===== config.mk =====
export PLATFORM = sky130hd
export DESIGN_NAME = pay_controller_flat
export DESIGN_NICKNAME = d
export VERILOG_FILES = /design/src/rtl/pay_controller_if.sv /design/src/rtl/pay_controller.sv /design/src/flat_wrapper.sv
export SDC_FILE = /design/constraint.sdc
export NUM_CORES = 1
export LEC_CHECK = 0
export CAP_MARGIN = 20
export CORE_MARGIN = 4
export CORE_UTILIZATION = 32
export CTS_BUF_LIST = sky130_fd_sc_hd__clkbuf_16
export CTS_CLUSTER_SIZE = 30
export DETAILED_ROUTE_END_ITERATION = 7
export GPL_ROUTABILITY_DRIVEN = 0
export GPL_TIMING_DRIVEN = 0
export PLACE_DENSITY = 0.52
export SLEW_MARGIN = 20
export SYNTH_ARGS = -nofsm -noshare
export SYNTH_HDL_FRONTEND = slang
export SYNTH_SLANG_ARGS = --single-unit

===== constraint.sdc =====
create_clock -name clk -period 8.25 [get_ports clk]
set_input_delay 1.2375 -clock clk [delete_from_list [all_inputs] [get_ports clk]]
set_output_delay 1.2375 -clock clk [all_outputs]
set_load 0.1 [all_outputs]

===== src/rtl/pay_controller_if.sv =====
// pay_controller_if: payment request/coin/result signal bundle.
// master drives start/price/coin_valid/coin_val/cancel and observes the results;
// slave (the controller) drives enterpay/paid_total/change/done/refund/busy.
interface pay_controller_if;
  logic       start;
  logic [7:0] price;
  logic       coin_valid;
  logic [2:0] coin_val;
  logic       cancel;
  logic       enterpay;
  logic [7:0] paid_total;
  logic [7:0] change;
  logic       done;
  logic       refund;
  logic       busy;
  modport master (
    output start, price, coin_valid, coin_val, cancel,
    input  enterpay, paid_total, change, done, refund, busy
  );
  modport slave (
    input  start, price, coin_valid, coin_val, cancel,
    output enterpay, paid_total, change, done, refund, busy
  );
endinterface


===== src/rtl/pay_controller.sv =====
// pay_controller: coin payment FSM with timeout, cancel, saturating total and change.
// Ports: clk, rst_n (async active-low), bus (pay_controller_if.slave): start/price
// request, coin_valid/coin_val strobe, cancel; registered enterpay, paid_total,
// change, done/refund pulses and busy.
module pay_controller #(
  parameter int TIMEOUT_CYC = 1000
) (
  input  logic             clk,
  input  logic             rst_n,
  pay_controller_if.slave  bus
);
  typedef enum logic [1:0] {IDLE, COLLECT, SETTLE, REFUND} state_t;
  localparam logic [15:0] T_LAST = 16'(TIMEOUT_CYC - 1);
  state_t      state_q, state_d;
  logic [7:0]  price_q, price_d;
  logic [7:0]  paid_q, paid_d;
  logic [7:0]  change_q, change_d;
  logic [15:0] timer_q, timer_d;
  logic        done_q, refund_q, enterpay_q, busy_q;
  logic [7:0]  coin_amt;
  logic [8:0]  sum;
  logic [7:0]  sum_sat;
  logic        coin_ok;
  assign coin_amt = bus.coin_val == 3'd1 ? 8'd1  :
                    bus.coin_val == 3'd2 ? 8'd2  :
                    bus.coin_val == 3'd3 ? 8'd5  :
                    bus.coin_val == 3'd4 ? 8'd10 :
                    bus.coin_val == 3'd5 ? 8'd20 :
                    bus.coin_val == 3'd6 ? 8'd50 :
                    bus.coin_val == 3'd7 ? 8'd100 : 8'd0;
  assign coin_ok = bus.coin_valid && bus.coin_val != 3'd0;
  assign sum     = {1'b0, paid_q} + {1'b0, coin_amt};
  assign sum_sat = sum[8] ? 8'hFF : sum[7:0];
  // change is computed on the edge entering SETTLE/REFUND so it is valid alongside the pulse
  always_comb begin
    state_d  = state_q;
    price_d  = price_q;
    paid_d   = paid_q;
    change_d = change_q;
    timer_d  = timer_q;
    unique case (state_q)
      IDLE: if (bus.start && bus.price != 8'd0) begin
        state_d  = COLLECT;
        price_d  = bus.price;
        paid_d   = 8'd0;
        change_d = 8'd0;
        timer_d  = 16'd0;
      end
      COLLECT: if (bus.cancel) begin
        state_d  = REFUND;
        change_d = paid_q;
      end else if (coin_ok) begin
        paid_d  = sum_sat;
        timer_d = 16'd0;
        if (sum_sat >= price_q) begin
          state_d  = SETTLE;
          change_d = sum_sat - price_q;
        end
      end else if (timer_q == T_LAST) begin
        state_d  = REFUND;
        change_d = paid_q;
      end else begin
        timer_d = timer_q + 16'd1;
      end
      SETTLE, REFUND: state_d = IDLE;
    endcase
  end
  always_ff @(posedge clk or negedge rst_n) begin
    if (!rst_n) begin
      state_q    <= IDLE;
      price_q    <= '0;
      paid_q     <= '0;
      change_q   <= '0;
      timer_q    <= '0;
      done_q     <= 1'b0;
      refund_q   <= 1'b0;
      enterpay_q <= 1'b0;
      busy_q     <= 1'b0;
    end else begin
      state_q    <= state_d;
      price_q    <= price_d;
      paid_q     <= paid_d;
      change_q   <= change_d;
      timer_q    <= timer_d;
      done_q     <= state_d == SETTLE;
      refund_q   <= state_d == REFUND;
      enterpay_q <= state_d == COLLECT;
      busy_q     <= state_d != IDLE;
    end
  end
  assign bus.enterpay   = enterpay_q;
  assign bus.paid_total = paid_q;
  assign bus.change     = change_q;
  assign bus.done       = done_q;
  assign bus.refund     = refund_q;
  assign bus.busy       = busy_q;
endmodule


===== src/flat_wrapper.sv =====
// flat-port wrapper written by rule: the top's interface ports become plain ports
module pay_controller_flat 
#(
  parameter int TIMEOUT_CYC = 1000
)
  (clk, rst_n, bus_start, bus_price, bus_coin_valid, bus_coin_val, bus_cancel, bus_enterpay, bus_paid_total, bus_change, bus_done, bus_refund, bus_busy);
  pay_controller_if bus_i ();
  input  logic clk;
  input  logic rst_n;
  input wire logic [$bits(bus_i.start)-1:0] bus_start;
  input wire logic [$bits(bus_i.price)-1:0] bus_price;
  input wire logic [$bits(bus_i.coin_valid)-1:0] bus_coin_valid;
  input wire logic [$bits(bus_i.coin_val)-1:0] bus_coin_val;
  input wire logic [$bits(bus_i.cancel)-1:0] bus_cancel;
  output wire logic [$bits(bus_i.enterpay)-1:0] bus_enterpay;
  output wire logic [$bits(bus_i.paid_total)-1:0] bus_paid_total;
  output wire logic [$bits(bus_i.change)-1:0] bus_change;
  output wire logic [$bits(bus_i.done)-1:0] bus_done;
  output wire logic [$bits(bus_i.refund)-1:0] bus_refund;
  output wire logic [$bits(bus_i.busy)-1:0] bus_busy;
  assign bus_i.start = bus_start;
  assign bus_i.price = bus_price;
  assign bus_i.coin_valid = bus_coin_valid;
  assign bus_i.coin_val = bus_coin_val;
  assign bus_i.cancel = bus_cancel;
  assign bus_enterpay = bus_i.enterpay;
  assign bus_paid_total = bus_i.paid_total;
  assign bus_change = bus_i.change;
  assign bus_done = bus_i.done;
  assign bus_refund = bus_i.refund;
  assign bus_busy = bus_i.busy;
  pay_controller #(.TIMEOUT_CYC(TIMEOUT_CYC)) u_core (.clk(clk), .rst_n(rst_n), .bus(bus_i));
endmodule

==> results of run 1 <==
==> kinds of logic (layout without fill, tap and decap cells) <==
group / Yosys count / after routing / synth area share (%)
muxes: 10 / 10 / 3.74
DFF: 46 / 46 / 39.1
xor gates and xnor gates: 19 / 19 / 5.66
and+or+nand+nor: 133 / 133 / 22.6
AOI/OAI and AO/OA: 67 / 67 / 16.3
adders and majority gates: 18 / 18 / 8.17
buffers and inverters: 27 / 71 / 4.34
==> critical path: stages <==
cell,delay [ns]
sky130_fd_sc_hd__clkdlybuf4s50_1,0.62
sky130_fd_sc_hd__nor2_1,0.10
sky130_fd_sc_hd__or2_2,0.30
sky130_fd_sc_hd__fa_1,0.41
sky130_fd_sc_hd__nor2b_1,0.16
sky130_fd_sc_hd__o21ai_1,0.10
sky130_fd_sc_hd__a21boi_0,0.36
sky130_fd_sc_hd__a41o_1,0.34
sky130_fd_sc_hd__nor2_1,0.10
sky130_fd_sc_hd__ha_1,0.22
sky130_fd_sc_hd__fa_1,0.41
sky130_fd_sc_hd__nand2b_1,0.17
sky130_fd_sc_hd__a21oi_2,0.21
sky130_fd_sc_hd__o2111a_1,0.26
sky130_fd_sc_hd__o21ai_0,0.09
sky130_fd_sc_hd__a21boi_0,0.45
sky130_fd_sc_hd__nor2_1,0.09
==> sequential cells by signal, indices dropped and copies added (netlist names) <==
| name | cells |
|---|---|
| u_core.bus.paid_total | 8 |
| u_core.price_q | 8 |
| u_core.bus.change | 8 |
| u_core.bus.refund | 1 |
| u_core.bus.enterpay | 1 |
| u_core.bus.done | 1 |
| u_core.state_q | 2 |
| u_core.bus.busy | 1 |
| u_core.timer_q | 16 |
==> how the worst max path moves through the flow <==
stage / endpoint / slack (ns) / cells past startpoint
after floorplan: u_core.bus.change[7] / 3.63 / 16
after global placement: u_core.bus.change[2] / 2.46 / 19
after detailed placement: u_core.bus.change[1] / 2.44 / 18
after CTS: u_core.bus.change[1] / 2.71 / 18
after global routing: u_core.bus.change[2] / 2.25 / 19
final: u_core.bus.enterpay / 2.78 / 17
==> where the power goes <==
group / switching [uW] / total (uW) / leakage (uW) / internal, uW
combinational: 610 / 921 / 0.000909 / 311
clock: 84.5 / 226 / 0.0000836 / 142
sequential: 48.7 / 339 / 0.000610 / 290
total: 743 / 1490 / 0.00160 / 743
==> cells in the mapped netlist, drive strengths merged, types with 3 or more instances <==
master,number
clkbuf,4
dfrtp,46
nor2,31
or3,3
nand3b,3
xor2,5
a21o,4
ha,16
and3,7
buf,6
a22o,6
a21oi,11
nor4,6
o21ai,21
nand2b,6
nor2b,8
xnor2,14
mux2,8
nand3,10
nor3,5
inv,17
nand2,36
or2,5
o211ai,3
and2,5
==> stage by stage <==
stage | instances | setup slack (ns) | area, um^2 | hold slack, ns | util, %
finish | 472 | 2.78 | 3610 | 0.508 | 40.8
global route | 472 | 2.25 | 3610 | 0.528 | 40.8
CTS | 472 | 2.71 | 3610 | 0.509 | 40.8
detailed placement | 464 | 2.44 | 3440 | 0.495 | 38.9
global placement | 463 | 2.46 | 3430 | 0.491 | 38.7
floorplan | 320 | 3.63 | 2940 | 0.473 | -
==> layout make-up <==
class / instances / area share (%)
well taps: 108 / 3.75
flip-flops and latches: 46 / 31.9
plain buffers: 10 / 1.77
repair buffers: 36 / 10.1
multi-input cells: 247 / 46.1
inverters: 17 / 1.77
clock inverters: 3 / 1.11
clock buffers: 5 / 3.47
==> routing by layer <==
metal | vias to the layer above | global-route usage (%) | share of wire, %
met4 | 0 | 2.56 | 0.75
met1 | 1132 | 17.3 | 47
met5 | - | 0 | 0
met2 | 33 | 23.5 | 50
li1 | 1219 | - | -
met3 | 5 | 2.30 | 2.9
==> metrics.md, run 1 <==
| Metric | Value |
|---|---|
| Arr. time, crit path | `5.63 ns` |
| Final number of setup-violating endpoints | `0` |
| Total wirelength of the detailed-routed design | `slightly below 7000 um` |
| DIE WIDTH | `104 um` |
| Average size of a mapped cell | `9.19 um^2` |
| Maximum number of buffers from clock root to sink | `2` |
| CP Launch Point | `bus_coin_val[2]` |
| Post-synthesis instance total | `320` |
| Reported max-cap violation count | `0` |
| HPWL Detailed | `between 5000 and 6000 um` |
| First DRT Iteration DRCs | `110` |
| Achievable Freq | `183 MHz` |
| Worst R2R Start | `u_core.bus.paid_total[0]` |
| Post-DRT Antenna Nets | `0` |
| Worst Hold Path Cells | `1` |
| Classification of the worst setup path | `primary input to register` |
| Worst Max-Slew Pin Slew | `0.982 ns` |
| Launching element type of the critical path | `primary input` |
| Inserted Clock Buffers | `5` |
| Crit path capture type | `register` |
| Synth warnings | `0` |
| Count of buffers inserted at the top-level ports | `35` |
| Pin count of the biggest net entering global routing | `25` |
| Setup repair after global routing missed its margin | `no` |
| Number of distinct library cells after synthesis | `56` |
| Pwr dens | `412 nW/um^2` |
| Hold Fails Final Rpt | `0` |
| Sequential element share of the synthesized area | `approximately two fifths` |
| H-tree depth | `2` |
| Maximum vdd ir drop | `209 uV` |
| Post-synth top flop | `sky130_fd_sc_hd__dfrtp_1` |
| Area of combinational cells with multiple inputs | `1660 um^2` |
| Count of TritonRoute iterations in the first routing pass | `4` |
| Clock slew seen by the registers of the worst setup and hold paths | `0.07 ns` |
| Vertical die dimension | `around 100 um` |
| Via-per-instance ratio | `5.06` |
| TritonCTS clock tree | `done` |
| Routed wire length per instance | `14.7 um` |
| Top fanout value on the critical path | `7` |
| Hold Path Class | `register to register` |
| Site Rows | `34` |
| Via count of the first global-routing pass | `2,413` |
| Hold-fix buffers, CTS | `0` |
| Register-to-register path setup slack | `4.12 ns` |
| Req. time, crit path | `between 8 and 9 ns` |
| Most frequent standard cell in the layout excluding fill and tap cells | `sky130_fd_sc_hd__dfrtp_1` |
| Worst relative slew slack | `about 34%` |
| Worst Hold End | `u_core.price_q[3]` |
| Part of the cycle the worst path needs | `roughly two thirds` |
| Setup TNS | `0 ns` |
| EDFF count, synth | `0` |
| Net count after synthesis | `354` |
| Number of fillers in the final layout | `882` |
| First-pass GRT wire length | `between 10,000 and 15,000 um` |
| Std-Cell Core Area | `8850 um^2` |
| Clock latency on the worst-skew pair | `0.28 ns` |
| Initial Util | `33.2%` |
| Antenna violations before repair | `0` |
| Hold path start | `u_core.price_q[3]` |
| Max Transition Viols Final | `0` |
| Antenna fix cells | `0` |
| FF-to-FF End | `u_core.bus.enterpay` |
| Cell depth of the worst flop-to-flop path | `16` |
| Post-CTS Repair Setup Buffers | `0` |
| Net count of the finished layout | `slightly below 400` |
| Cell type with the largest total area after synthesis | `sky130_fd_sc_hd__dfrtp_1` |
| Leak Pwr | `about 0.0016 uW` |
| Sequential cell area in the final layout | `roughly 1200 um^2` |
| Leading post-synthesis cells by cell area | `sky130_fd_sc_hd__dfrtp_1 39%, sky130_fd_sc_hd__ha_1 6.8%, sky130_fd_sc_hd__nand2_1 4.6%` |
| Number of cells upsized or downsized after cts | `0` |
| CTS Root Cell | `sky130_fd_sc_hd__clkbuf_16` |
| Cell area after synthesis | `2940 um^2` |
| Vias | `2,389` |
| FF+latch count, synth | `46` |
| # DRC | `0` |
| Fraction of synthesized cell area taken by the top area cell type | `39.1%` |
| Sink Count | `46` |
| Fraction of registers with async set or reset after synthesis | `100%` |
| Die Outline Area | `10,800 um^2` |
| Synthesis-to-finish area growth | `22.6%` |
| Fraction of layout cells with a size suffix above 1 | `under 10%` |
| Highest-count cells in the layout ignoring fill and taps | `46 x sky130_fd_sc_hd__dfrtp_1, 36 x sky130_fd_sc_hd__nand2_1, 34 x sky130_fd_sc_hd__clkdlybuf4s50_1` |
| Period minus WS final | `5.47 ns` |
| All-Layer GR Usage | `13.4%` |
| I/O Pins | `36` |
| GR Overflow Total | `0` |
| Clock tree skew after final layout | `roughly 0.005 ns` |
| Result of the run | `finished, final reports clean` |
| Power consumption | `1490 uW` |
(Power assumes the default switching activity.)
==> inputs of run 2 (changes only) <==
- clock period: 8.25 -> 5.41 ns (I/O delays scaled with it)
==> run 2 against run 1 <==
Worst hold slack hardly changed; via count decreased by 0.17%; sequential power increased by 53%; clock skew hardly changed; global-route usage did not move; total power is 53% higher; core utilization is essentially flat; clock power up 53%; first-iteration DRC count unchanged; non-clock buffer count did not move; highest routed layer unchanged; combinational power up 53%; critical endpoint unchanged.
==> metrics.md, run 2 (synthesized netlist as in run 1, its figures left out) <==
| Metric | Value |
|---|---|
| Result of the run | `finished, final reports clean` |
| Vertical die dimension | `104 um` |
| Antenna fix cells | `0` |
| Count of buffers inserted at the top-level ports | `35` |
| Inserted Clock Buffers | `5` |
| Period minus WS final | `just under 5 ns` |
| Die Outline Area | `around 11,000 um^2` |
| # DRC | `0` |
| Internal power summed over all cells | `1130 uW` |
| Total wirelength of the detailed-routed design | `6920 um` |
| Net count of the finished layout | `about 400` |
| Library cell appearing most often on the critical path | `sky130_fd_sc_hd__nor2_1` |
| Maximum vdd ir drop | `318 uV` |
| Max reg flops | `16` |
| Part of the power in the clock network | `around 15%` |
| Classification of the worst setup path | `primary input to register` |
| Reported max-cap violation count | `0` |
| Std-Cell Core Area | `roughly 8800 um^2` |
| Part of the cycle the worst path needs | `90.0%` |
| Routed wire length per instance | `about 15 um` |
| TritonCTS clock tree | `done` |
| CTS Root Cell | `sky130_fd_sc_hd__clkbuf_16` |
| Setup TNS | `0 ns` |
| Register share of total power | `22.8%` |
| Highest-count cells in the layout ignoring fill and taps | `46 x sky130_fd_sc_hd__dfrtp_1, 36 x sky130_fd_sc_hd__nand2_1, 34 x sky130_fd_sc_hd__clkdlybuf4s50_1` |
| Achievable Freq | `between 200 and 250 MHz` |
| Vias | `2,385` |
| Setup repair after global routing missed its margin | `no` |
| Stage delay of the slowest cell on the critical path | `0.62 ns` |
| Crit path capture type | `register` |
| Pin count of the biggest net entering global routing | `25` |
| First-pass GRT wire length | `11,900 um` |
| Synthesis-to-finish area growth | `22.8%` |
| Final number of setup-violating endpoints | `0` |
| Arr. time, crit path | `about 5.0 ns` |
| H-tree depth | `2` |
| Maximum number of buffers from clock root to sink | `2` |
| Clock tree skew after final layout | `0.00517 ns` |
| Top fanout value on the critical path | `7` |
| Leak Pwr | `0.00160 uW` |
| Cell at the slowest stage of the critical path | `sky130_fd_sc_hd__clkdlybuf4s50_1` |
| Final instance count without filler cells | `~470` |
| Share of total power in combinational logic | `62.0%` |
| Hold Fails Final Rpt | `0` |
| Site Rows | `34` |
| HPWL Detailed | `approximately 5400 um` |
| Worst-path cell chain | `clkdlybuf4s50_1, nor2_1, or2_2, fa_1, nor2b_1, o21ai_1, a21boi_2, a41o_1, nor2_1, ha_1, fa_1, nand2b_1, a21oi_2, o2111a_1, o21ai_0, a21boi_0, nor2_1` |
| Initial Util | `33.2%` |
| Worst relative slew slack | `between 30% and 40%` |
| Fraction of layout cells with a size suffix above 1 | `9.89%` |
| Via count of the first global-routing pass | `2,413` |
| Pwr dens | `628 nW/um^2` |
| Most frequent standard cell in the layout excluding fill and tap cells | `sky130_fd_sc_hd__dfrtp_1` |
| Register with the highest flop count | `u_core.timer_q` |
| Clock slew seen by the registers of the worst setup and hold paths | `0.07 ns` |
| Sink Count | `46` |
| Number of cells in the design after placement | `464` |
| Antenna violations before repair | `0` |
| Launching element type of the critical path | `primary input` |
| I/O Pins | `36` |
| Post-DRT Antenna Nets | `0` |
| Switching power summed over all nets | `1130 uW` |
| Count of TritonRoute iterations in the first routing pass | `4` |
| Clock latency on the worst-skew pair | `between 0.2 and 0.3 ns` |
| First DRT Iteration DRCs | `110` |
| Post-CTS Repair Setup Buffers | `0` |
| Hold Path Class | `register to register` |
| DIE WIDTH | `between 100 and 150 um` |
| Net switching share of the total power | `50.0%` |
| GR Overflow Total | `0` |
| All-Layer GR Usage | `13.4%` |
| Max Transition Viols Final | `0` |
| Worst Max-Slew Pin Slew | `between 0.9 and 1 ns` |
| Req. time, crit path | `5.56 ns` |
| Via-per-instance ratio | `approximately 5` |
run 2: cell types whose count changed in the layout (fill, tap and decap cells not counted):
cell	change
sky130_fd_sc_hd__a21boi_0	-1
sky130_fd_sc_hd__a21boi_2	+1
run 2: area by class of cell:
| cell class | instances | area, um^2 |
|---|---|---|
| multi-input cells | 247 | 1670 |
| well taps | 108 | 135 |
| flip-flops and latches | 46 | 1150 |
| plain buffers | 10 | 63.8 |
| clock inverters | 3 | 40.0 |
| fillers | 882 | 5240 |
| clock buffers | 5 | 125 |
| inverters | 17 | 63.8 |
| repair buffers | 36 | 365 |
run 2: final timing paths:
check / start / to / slack, ns / cells after the start
setup / recovery: bus_coin_val[2] / u_core.bus.enterpay / 0.54 / 17
hold / removal: u_core.price_q[3] / u_core.price_q[3] / 0.51 / 1
setup reg to reg: u_core.bus.paid_total[0] / u_core.bus.enterpay / 1.46 / 16
hold reg to reg: u_core.price_q[3] / u_core.price_q[3] / 0.51 / 1
max in group asynchronous: rst_n / u_core.price_q[7] / 4.37 / 2
min in group asynchronous: rst_n / u_core.timer_q[13] / 0.52 / 1
run 2: critical path: cells and delay by family:
family          cells  cell delay (ns)
compound gates      7             1.63
fa+ha+maj           3             1.03
simple gates        6             0.92
buf+inv             1             0.62
run 2: per-stage QoR:
| step | hold WS (ns) | power (uW) | setup slack (ns) | cell area (um^2) | util, % |
|---|---|---|---|---|---|
| 2_1_floorplan | 0.473 | 1600 | 1.11 | 2940 | - |
| 3_5_place_dp | 0.495 | 1940 | 0.0217 | 3440 | 38.9 |
| 6_report | 0.508 | 2270 | 0.543 | 3610 | 40.8 |
| 4_1_cts | 0.509 | 2290 | 0.293 | 3610 | 40.8 |
| 5_1_grt | 0.528 | 2450 | 0.0725 | 3610 | 40.8 |
| 3_3_place_gp | 0.491 | 1930 | 0.0481 | 3430 | 38.7 |
run 2: power groups by stage:
stage / Sequential (uW) / Clock, uW / Combinational [uW]
finish: 517 / 345 / 1410
global route: 531 / 369 / 1550
CTS: 519 / 352 / 1420
detailed placement: 525 / 0 / 1410
global placement: 525 / 0 / 1410
floorplan: 903 / 0 / 700
run 2: what timing repair did:
action,CTS,global route
endpoints found under the setup margin,0,10
endpoints found under the hold margin,0,0
gates resized for setup,0,2
hold buffers,0,0
run 2: per-layer routing:
layer	vias up	track usage [%]	wire length, um
met2	31	23.5	3420
li1	1218	-	-
met3	5	2.30	196
met5	-	0	0
met4	0	2.56	52
met1	1131	17.3	3250
